$ cat src/rtl/set_multi_circle_pkg.sv
// set_pkg: shared definitions for the multi-circle set counter.
//   - Mode encodings for the per-point set predicate.
//   - Scan FSM state type.
//   - cnt_width(): width needed to hold a count of 0..GRID*GRID.
package set_pkg;

  // Predicate select values; 3'd6 and 3'd7 are reserved and count nothing.
  localparam logic [2:0] MODE_A    = 3'd0;  // A
  localparam logic [2:0] MODE_AND  = 3'd1;  // A & B
  localparam logic [2:0] MODE_XOR  = 3'd2;  // A ^ B
  localparam logic [2:0] MODE_TWO  = 3'd3;  // exactly two of A, B, C
  localparam logic [2:0] MODE_AND3 = 3'd4;  // A & B & C
  localparam logic [2:0] MODE_OR3  = 3'd5;  // A | B | C

  typedef enum logic {
    IDLE = 1'b0,
    SCAN = 1'b1
  } state_e;

  // The count can reach GRID*GRID inclusive, hence the +1.
  function automatic int cnt_width(input int grid);
    return $clog2(grid * grid + 1);
  endfunction

endpackage

$ cat src/rtl/set_multi_circle_if.sv
// set_multi_circle_if: job request / result bundle for set_multi_circle.
//   en        : job start (master -> slave), sampled only while busy=0
//   central   : {Ax,Ay,Bx,By,Cx,Cy}, CW bits each, MSB first
//   radius    : {rA,rB,rC}, CW bits each, MSB first
//   mode      : predicate select (see set_pkg MODE_*)
//   busy      : job in progress (slave -> master)
//   valid     : one-cycle result strobe
//   candidate : point count, held until the next result or reset
interface set_multi_circle_if #(
  parameter int GRID = 8,
  parameter int CW   = 4
);
  import set_pkg::*;

  localparam int CNT_W = cnt_width(GRID);

  logic             en;
  logic [6*CW-1:0]  central;
  logic [3*CW-1:0]  radius;
  logic [2:0]       mode;
  logic             busy;
  logic             valid;
  logic [CNT_W-1:0] candidate;

  modport master (
    output en, central, radius, mode,
    input  busy, valid, candidate
  );

  modport slave (
    input  en, central, radius, mode,
    output busy, valid, candidate
  );

endinterface

$ cat src/rtl/set_multi_circle_hit.sv
// set_circle_hit: combinational inclusive point-in-circle test.
//   i_px, i_py : lattice point
//   i_cx, i_cy : circle centre (may be off-grid)
//   i_r        : radius
//   o_in       : 1 when (px-cx)^2 + (py-cy)^2 <= r^2
// Everything is unsigned and sized so no intermediate result can wrap.
module set_circle_hit #(
  parameter int CW = 4
) (
  input  logic [CW-1:0] i_px,
  input  logic [CW-1:0] i_py,
  input  logic [CW-1:0] i_cx,
  input  logic [CW-1:0] i_cy,
  input  logic [CW-1:0] i_r,
  output logic          o_in
);

  logic [CW-1:0]   w_dx;
  logic [CW-1:0]   w_dy;
  logic [2*CW-1:0] w_dx2;
  logic [2*CW-1:0] w_dy2;
  logic [2*CW-1:0] w_r2;
  logic [2*CW:0]   w_sum;

  // Absolute differences avoid signed arithmetic entirely.
  assign w_dx  = (i_px >= i_cx) ? (i_px - i_cx) : (i_cx - i_px);
  assign w_dy  = (i_py >= i_cy) ? (i_py - i_cy) : (i_cy - i_py);

  assign w_dx2 = {{CW{1'b0}}, w_dx} * {{CW{1'b0}}, w_dx};
  assign w_dy2 = {{CW{1'b0}}, w_dy} * {{CW{1'b0}}, w_dy};
  assign w_r2  = {{CW{1'b0}}, i_r}  * {{CW{1'b0}}, i_r};

  assign w_sum = {1'b0, w_dx2} + {1'b0, w_dy2};
  assign o_in  = (w_sum <= {1'b0, w_r2});

endmodule

$ cat src/rtl/set_multi_circle.sv
// set_multi_circle: scans a GRID x GRID lattice (1..GRID per axis) one point
// per cycle and counts points satisfying a mode-selected predicate over three
// circles A, B, C.
//   clk  : clock, rising edge
//   rst  : synchronous active-high reset
//   bus  : set_multi_circle_if slave (en/central/radius/mode in,
//          busy/valid/candidate out)
// A job captured in cycle T scans during T+1..T+GRID^2; valid pulses in
// T+GRID^2+1, when the FSM is already back in IDLE and can take a new en.
module set_multi_circle
  import set_pkg::*;
#(
  parameter int GRID = 8,
  parameter int CW   = 4
) (
  input logic                clk,
  input logic                rst,
  set_multi_circle_if.slave  bus
);

  localparam int            CNT_W = cnt_width(GRID);
  localparam logic [CW-1:0] LAST  = CW'(GRID);
  localparam logic [CW-1:0] FIRST = CW'(1);

  state_e           r_state;
  state_e           w_state_next;
  logic [6*CW-1:0]  r_central;
  logic [3*CW-1:0]  r_radius;
  logic [2:0]       r_mode;
  logic [CW-1:0]    r_x;
  logic [CW-1:0]    r_y;
  logic [CNT_W-1:0] r_cnt;
  logic [CNT_W-1:0] r_candidate;
  logic             r_valid;

  logic [2:0]       w_in;     // [0]=A, [1]=B, [2]=C
  logic             w_hit;
  logic             w_last;
  logic             w_start;

  // Three identical membership tests on the captured job parameters.
  for (genvar gi = 0; gi < 3; gi++) begin : g_circle
    set_circle_hit #(.CW(CW)) u_hit (
      .i_px (r_x),
      .i_py (r_y),
      .i_cx (r_central[6*CW-1 - 2*gi*CW -: CW]),
      .i_cy (r_central[5*CW-1 - 2*gi*CW -: CW]),
      .i_r  (r_radius[3*CW-1 - gi*CW -: CW]),
      .o_in (w_in[gi])
    );
  end

  always_comb begin
    w_hit = 1'b0;
    case (r_mode)
      MODE_A:    w_hit = w_in[0];
      MODE_AND:  w_hit = w_in[0] & w_in[1];
      MODE_XOR:  w_hit = w_in[0] ^ w_in[1];
      MODE_TWO:  w_hit = (w_in[0] & w_in[1] & ~w_in[2]) |
                         (w_in[0] & ~w_in[1] & w_in[2]) |
                         (~w_in[0] & w_in[1] & w_in[2]);
      MODE_AND3: w_hit = &w_in;
      MODE_OR3:  w_hit = |w_in;
      default:   w_hit = 1'b0;
    endcase
  end

  assign w_last  = (r_x == LAST) && (r_y == LAST);
  assign w_start = (r_state == IDLE) && bus.en;

  always_comb begin
    w_state_next = r_state;
    case (r_state)
      IDLE:    if (bus.en) w_state_next = SCAN;
      SCAN:    if (w_last) w_state_next = IDLE;
      default: w_state_next = IDLE;
    endcase
  end

  always_ff @(posedge clk) begin
    if (rst) begin
      r_state     <= IDLE;
      r_central   <= '0;
      r_radius    <= '0;
      r_mode      <= '0;
      r_x         <= FIRST;
      r_y         <= FIRST;
      r_cnt       <= '0;
      r_candidate <= '0;
      r_valid     <= 1'b0;
    end else begin
      r_state <= w_state_next;
      r_valid <= 1'b0;
      if (w_start) begin
        r_central <= bus.central;
        r_radius  <= bus.radius;
        r_mode    <= bus.mode;
        r_cnt     <= '0;
        r_x       <= FIRST;
        r_y       <= FIRST;
      end else if (r_state == SCAN) begin
        r_cnt <= r_cnt + CNT_W'(w_hit);
        // Raster advance; the wrap after the last point leaves x=y=1.
        if (r_x == LAST) begin
          r_x <= FIRST;
          r_y <= (r_y == LAST) ? FIRST : r_y + FIRST;
        end else begin
          r_x <= r_x + FIRST;
        end
        if (w_last) begin
          r_candidate <= r_cnt + CNT_W'(w_hit);
          r_valid     <= 1'b1;
        end
      end
    end
  end

  assign bus.busy      = (r_state == SCAN);
  assign bus.valid     = r_valid;
  assign bus.candidate = r_candidate;

endmodule

$ cat src/flat_wrapper.sv
// flat-port wrapper written by rule: the top's interface ports become plain ports
module set_multi_circle_flat import set_pkg::*;
#(
  parameter int GRID = 8,
  parameter int CW   = 4
)
  (clk, rst, bus_en, bus_central, bus_radius, bus_mode, bus_busy, bus_valid, bus_candidate);
  set_multi_circle_if #(.GRID(GRID), .CW(CW)) bus_i ();
  input logic clk;
  input logic rst;
  input wire logic [$bits(bus_i.en)-1:0] bus_en;
  input wire logic [$bits(bus_i.central)-1:0] bus_central;
  input wire logic [$bits(bus_i.radius)-1:0] bus_radius;
  input wire logic [$bits(bus_i.mode)-1:0] bus_mode;
  output wire logic [$bits(bus_i.busy)-1:0] bus_busy;
  output wire logic [$bits(bus_i.valid)-1:0] bus_valid;
  output wire logic [$bits(bus_i.candidate)-1:0] bus_candidate;
  assign bus_i.en = bus_en;
  assign bus_i.central = bus_central;
  assign bus_i.radius = bus_radius;
  assign bus_i.mode = bus_mode;
  assign bus_busy = bus_i.busy;
  assign bus_valid = bus_i.valid;
  assign bus_candidate = bus_i.candidate;
  set_multi_circle #(.GRID(GRID), .CW(CW)) u_core (.clk(clk), .rst(rst), .bus(bus_i));
endmodule
$ cat config.mk
export PLATFORM = sky130hd
export DESIGN_NAME = set_multi_circle_flat
export DESIGN_NICKNAME = d
export VERILOG_FILES = /design/src/rtl/set_multi_circle_pkg.sv /design/src/rtl/set_multi_circle_if.sv /design/src/rtl/set_multi_circle_hit.sv /design/src/rtl/set_multi_circle.sv /design/src/flat_wrapper.sv
export SDC_FILE = /design/constraint.sdc
export NUM_CORES = 1
export LEC_CHECK = 0
export BUFFER_PORTS_ARGS = -buffer_cell sky130_fd_sc_hd__buf_2
export CORE_ASPECT_RATIO = 1.1
export CORE_MARGIN = 2
export CORE_UTILIZATION = 55
export CTS_CLUSTER_DIAMETER = 120
export DETAILED_ROUTE_END_ITERATION = 8
export GPL_TIMING_DRIVEN = 0
export PLACE_DENSITY = 0.74
export SLEW_MARGIN = 10
export SYNTH_ARGS = -nofsm -noshare
export SYNTH_HDL_FRONTEND = slang
export SYNTH_SLANG_ARGS = --single-unit
$ cat constraint.sdc
create_clock -name clk -period 20.7 [get_ports clk]
set_input_delay 2.07 -clock clk [delete_from_list [all_inputs] [get_ports clk]]
set_output_delay 2.07 -clock clk [all_outputs]
set_load 0.05 [all_outputs]
======== After elaboration in Yosys (flattened, before gate mapping) ========
Index checks and enable logic that the tools add are counted.
Widths: inputs -> output; s select.
operators by class
  reductions and logical operators ........ 9
  equal/unequal tests ..................... 7
  mux-type cells .......................... 13
  add/subtract/negate cells ............... 18
  bitwise gates (word level) .............. 14
  order comparisons ....................... 9
  multiply operators ...................... 9
operators by type and width
  cell                 number
  $mul 4x4->8          9
  $sub 4x4->4          12
  $mux 4               8
  $add 8x8->9          3
  $le 9x8->1           3
  $ge 4x4->1           6
  $add 4x1->4 const B  2
  $eq 4x4->1 const B   2
  $add 7x1->7          1
  $and 1x1->1          6
  $eq 3x2->1 const B   2
  $eq 3x3->1 const B   2
  $pmux 1 s6           1
  $reduce_and 3->1     2
  $reduce_or 3->1      2
  $not 1->1            5
  $eq 3x1->1 const B   1
  $logic_not 3->1      1
  $mux 1               3
  $logic_and 1x1->1    2
  $or 1x1->1           2
  $pmux 1 s2           1
  $reduce_and 2->1     1
  $reduce_or 2->1      1
  $xor 1x1->1          1
word-level totals
  register bits after elaboration ......... 63
  input bits .............................. 42

======== Longest topological paths before layout ========
  word-level depth ........................ 12
  gate-level depth with buffers ........... 41
  depth with buffers taken out ............ 41

======== By module ========
A second synthesis with hierarchy kept.
unflattened totals
  cell total of the unflattened synthesis .. 940
  area, all modules ....................... 7,572.3 µm²
modules (own cells, without submodules)
  module            times used  area an instance (µm²)  seq. area each (µm²)  cells an instance
  set_circle_hit    3           1,661.6                 0.0                   210
  set_multi_circle  1           2,587.5                 1,261.2               310

======== Worst setup path after synthesis ========
No wires, ideal clock.
  kind .................................... register -> register
  start ................................... register u_core.r_x[1]
  end ..................................... register u_core.r_candidate[6] (netlist: u_core.bus.candidate[6])
  period minus slack after synthesis ...... 7.819 ns
  arrival ................................. 7.702 ns
  library setup time ...................... 0.117 ns
  cell stages (with the launch flop) ...... 35
  required time ........................... 20.583 ns
  setup slack ............................. 12.881 ns
  path buffers ............................ 0
  cells stage by stage .................... dfxtp_1 > inv_1 > ha_1 > a21o_1 > a21o_1 > a21oi_2 > mux2i_1 > xor2_1 > nand2b_1 > fa_1 > fa_1 > fa_1 > inv_1 > fa_1 > ha_1 > fa_1 > a21o_1 > a21oi_1 > xnor2_1 > ha_1 > nor2_1 > a21oi_1 > a21oi_1 > inv_1 > ha_1 > nor2_1 > o21ai_0 > nand2_1 > mux2i_1 > a311o_1 > ha_1 > ha_1 > nand3_1 > xnor2_1 > a22o_1
between the ends
  word-level cells in the longest chain between the ends .. 12
  elaborated cells between the ends (all ways) .. 40
ends and longest elaborated chain
  element                                    RTL line                    RTL
  start: declaration                         set_multi_circle.sv:30      logic [CW-1:0] r_x;
  start signal: assignment                   set_multi_circle.sv:108     r_x <= r_x + FIRST;
  $sub 4x4->4 or $ge 4x4->1 (tied branches)  set_multi_circle_hit.sv:26  assign w_dx = (i_px >= i_cx) ? (i_px - i_cx) : (i_cx - i_px);
  $mux 4                                     set_multi_circle_hit.sv:26
  $mul 4x4->8                                set_multi_circle_hit.sv:29  assign w_dx2 = {{CW{1'b0}}, w_dx} * {{CW{1'b0}}, w_dx};
  $add 8x8->9                                set_multi_circle_hit.sv:33  assign w_sum = {1'b0, w_dx2} + {1'b0, w_dy2};
  $le 9x8->1                                 set_multi_circle_hit.sv:34  assign o_in = (w_sum <= {1'b0, w_r2});
  $not 1->1                                  set_multi_circle.sv:60      (w_in[0] & ~w_in[1] & w_in[2]) |
  $and 1x1->1 (2 in series)                  set_multi_circle.sv:60
  $or 1x1->1                                 set_multi_circle.sv:59      MODE_TWO: w_hit = (w_in[0] & w_in[1] & ~w_in[2]) |
  $or 1x1->1                                 set_multi_circle.sv:60
  $pmux 1 s6                                 set_multi_circle.sv:55      case (r_mode)
  $add 7x1->7                                set_multi_circle.sv:111     r_candidate <= r_cnt + CNT_W'(w_hit);
  end signal: assignment                     set_multi_circle.sv:111
  end: declaration                           set_multi_circle.sv:33      logic [CNT_W-1:0] r_candidate;
Parallel ways exist; a longest one is shown, timed or not.
A chain may end at the register's enable or synchronous reset.

======== Final worst setup path ========
  start ................................... register u_core.r_x[0]
  end ..................................... register u_core.r_candidate[4] (netlist: u_core.bus.candidate[4])
The elaborated chain is that of the path after synthesis.

==> flow_metrics.tcl <==
set metrics [dict create \
    grt_usage 0.226 \
    crit_path_end "u_core.bus.candidate[4]$_SDFFE_PP0P_" \
    core_um2 12600 \
    p_per_area_nw_per_um2 165 \
    irDropWorstVdd_mv 0.204 \
    cts_hold_buffers 0 \
    finalSetupViolCount 0 \
    synth_seq_cells 63 \
    synthArstFlopShare 0 \
    period_share 0.427 \
    cp_slowest_cell "fa_1" \
    grt_first_pass_wirelength_um 25500 \
    syn_inst 846 \
    wirelength_um 14700 \
    die_w_um 113 \
    grt_pass1_vias 5700 \
    cts-buffers-inserted 9 \
    fp.dieArea_um2 13900 \
    drv_slew 0 \
    drtPass1Iterations 5 \
    hold_viol_final 0 \
    syn_to_final_growth_pct 10.6 \
    io_buffers 49 \
    cp-start-kind "register" \
    tightest_slew_ps 727 \
    synth-seq-area-share 0.177 \
    diodes 0 \
    synth-edff-count 0 \
    p_total_mw 1.30 \
    rows 43 \
    swShare 0.479 \
    endpoint_kind "register" \
    ant_nets 0 \
    setup_slack_ps 11850 \
    fin_tns_setup_ps 0 \
    wl_per_cell_um 13.8 \
    p_leak_nw 3.92 \
    slew_headroom 0.512 \
    yosys_warnings 0 \
    cts_sinks 63 \
    synth_cell_types 43 \
    p_switching_mw 0.621 \
    final_nets 1130 \
    clk_path_buf_depth 2 \
    dieHeight_um 123 \
    post_cts_buffers 0 \
    power_frac_clock 0.125 \
    synth.net_count 1070 \
    cts_root_buffer "clkbuf_16" \
    p_int_mw 0.676 \
    clk_pin_slew_ps 50 \
    pwr-share-seq 0.103 \
    cts_tree "done" \
    htreeDepth 3 \
    r2r_slack_ps 11850 \
    drv_cap 0 \
    place_ws_ps 11860 \
    crit_arrival_ps 9070 \
    max_stage_delay_ps 550 \
    grt_max_degree 12 \
    via_per_inst 5.37 \
    num_io_pins 51 \
    antenna_found_initial 0 \
    syn_area_per_cell_um2 8.43 \
    clk_latency_ps 330 \
    dp_hpwl_um 11900 \
    rsz0062_at_grt "no" \
    grt-ovfl-total 0 \
    drtIter0Drc 254 \
    hold_path_depth 2 \
    drcViolationCount 0 \
    r2r_cells 37 \
    reg2reg_from "u_core.r_x[0]$_SDFFE_PP1P_" \
    worstHoldPathType "register to register" \
    ctsResizeCount 0 \
    critPathLaunch "u_core.r_x[0]$_SDFFE_PP1P_" \
    fmax_mhz 113 \
    initial_core_util 0.564 \
    worstPathMaxFanout 7 \
    drive_above_1_share 0.0825 \
    status "completed" \
    worst-setup-path-type "register to register" \
    reg2reg_to "u_core.bus.candidate[4]$_SDFFE_PP0P_" \
    synthFlopType "dfxtp_1" \
    gp_congestion 0.839 \
    power.share.combinational 0.771 \
    skew_ps 5.37 \
    fin_crit_ps 8850 \
    vias 5729 \
    cp.required_ps 20930 \
    synth_area_um2 7130 \
]
metal layers:
layer / track usage / wire (µm) / up-vias
met3: 0.0382 / 533 / 22
met5: 0 / 0 / -
met1: 0.274 / 6560 / 2717
li1: - / - / 2911
met4: 0.0457 / 187 / 0
met2: 0.423 / 7420 / 79
state kept, by name, indices dropped and copies added, names as in the netlist:
name                  count
u_core.r_cnt              7
u_core.bus.valid          1
u_core.r_central         24
u_core.bus.candidate      7
u_core.bus.busy           1
u_core.r_radius          12
u_core.r_y                4
u_core.r_mode             3
u_core.r_x                4
final cells by class:
| class | count | area [µm²] |
|---|---|---|
| inverter | 131 | 492 |
| fill | 1129 | 4760 |
| buffer | 17 | 63.8 |
| tap | 157 | 196 |
| sequential | 63 | 1260 |
| clock buffer | 11 | 243 |
| multi-input combinational | 635 | 5320 |
| clock inverter | 3 | 68.8 |
| timing repair buffer | 49 | 245 |
worst min path at each step:
stage                                              endpoint                               from  slack (ps)
after floorplan           u_core.r_central[11]$_SDFFE_PP0P_  u_core.r_central[11]$_SDFFE_PP0P_         440
after global placement     u_core.r_central[7]$_SDFFE_PP0P_   u_core.r_central[7]$_SDFFE_PP0P_         450
after detailed placement   u_core.r_central[3]$_SDFFE_PP0P_   u_core.r_central[3]$_SDFFE_PP0P_         450
after CTS                  u_core.r_central[3]$_SDFFE_PP0P_   u_core.r_central[3]$_SDFFE_PP0P_         460
after global routing       u_core.r_central[3]$_SDFFE_PP0P_   u_core.r_central[3]$_SDFFE_PP0P_         480
final                      u_core.r_central[3]$_SDFFE_PP0P_   u_core.r_central[3]$_SDFFE_PP0P_         460
cells in the final DEF (no fill, tap or decap), types with 2 or more instances in the layout:
master     instances
o31ai_1            3
xor2_1            19
a211oi_1           3
a22oi_1            2
nand4b_1           3
mux2_2             2
buf_1              2
a31oi_1            3
nand2_1           99
o21ai_0            6
nor3_1             6
a21o_1            33
a21oi_1           72
and2_1            14
mux2i_1           22
nor2_1            53
dfxtp_1           63
nand4_1            9
fa_1              46
a22o_1             7
o22ai_1            2
inv_1            131
bufinv_16          2
ha_1             136
a211o_1            2
a21oi_2            5
nand2b_1          21
clkbuf_1          16
o21bai_1           4
a21o_2             2
nor2b_1           11
nand3_1            6
and3_1             2
xnor2_1           28
o211ai_1           5
clkbuf_16          9
buf_2             49
logic make-up (layout without fill, tap and decap cells):
logic type / Yosys count / in the layout / synth area share
AND/OR/NAND/NOR: 228 / 228 / 0.147
adder cells (fa/ha/maj): 182 / 182 / 0.368
AO/OA/AOI/OAI: 154 / 154 / 0.139
buffers and inverters: 148 / 211 / 0.0779
flip-flops: 63 / 63 / 0.177
XOR/XNOR: 47 / 47 / 0.0577
multiplexers: 24 / 24 / 0.0340
power by group through the flow:
stage | Sequential, mW | Combinational [mW] | Clock (mW)
floorplan | 0.135 | 0.795 | 0
global placement | 0.136 | 0.977 | 0
detailed placement | 0.137 | 0.999 | 0
CTS | 0.134 | 1.01 | 0.164
global route | 0.135 | 1.17 | 0.169
finish | 0.134 | 1.00 | 0.163
stage by stage:
step,utilization,hold WS (ps),cells,instance area (µm²)
3_3_place_gp,0.599,446,1052,7570
6_report,0.624,456,1066,7890
3_5_place_dp,0.599,450,1052,7570
4_1_cts,0.624,457,1066,7890
2_1_floorplan,-,436,846,7130
5_1_grt,0.624,481,1066,7890
worst max-delay path: cells and delay by family (launching register included):
| kind | cells | cell delay (ps) |
|---|---|---|
| AND/OR/NAND/NOR | 6 | 710 |
| XOR/XNOR | 3 | 750 |
| buffers and inverters | 4 | 410 |
| flip-flops | 1 | 410 |
| multiplexers | 2 | 370 |
| AO/OA/AOI/OAI | 10 | 1850 |
| adder cells (fa/ha/maj) | 12 | 4190 |
cells in the mapped netlist (2+ instances only):
| master | number | area (µm²) |
|---|---|---|
| xor2_1 | 19 | 166 |
| dfxtp_1 | 63 | 1260 |
| o211ai_1 | 5 | 37.5 |
| a211o_1 | 2 | 17.5 |
| buf_1 | 2 | 7.51 |
| nor3_1 | 6 | 30.0 |
| o21bai_1 | 4 | 30.0 |
| o31ai_1 | 3 | 22.5 |
| nand4_1 | 9 | 56.3 |
| a211oi_1 | 3 | 22.5 |
| a31oi_1 | 3 | 18.8 |
| a22o_1 | 7 | 61.3 |
| o22ai_1 | 2 | 12.5 |
| fa_1 | 46 | 921 |
| nor2b_1 | 11 | 68.8 |
| nand2b_1 | 21 | 131 |
| and3_1 | 2 | 12.5 |
| nand3_1 | 6 | 30.0 |
| inv_1 | 131 | 492 |
| mux2i_1 | 22 | 220 |
| clkbuf_1 | 15 | 56.3 |
| a21oi_1 | 72 | 360 |
| nand4b_1 | 3 | 26.3 |
| nor2_1 | 53 | 199 |
| a21oi_2 | 5 | 43.8 |
| ha_1 | 136 | 1700 |
| xnor2_1 | 28 | 245 |
| a22oi_1 | 2 | 15.0 |
| and2_1 | 14 | 87.6 |
| mux2_2 | 2 | 22.5 |
| a21o_1 | 33 | 248 |
| nand2_1 | 99 | 372 |
| a21o_2 | 2 | 17.5 |
| o21ai_0 | 6 | 30.0 |
Note: power is estimated with default switching activity, not from simulation.
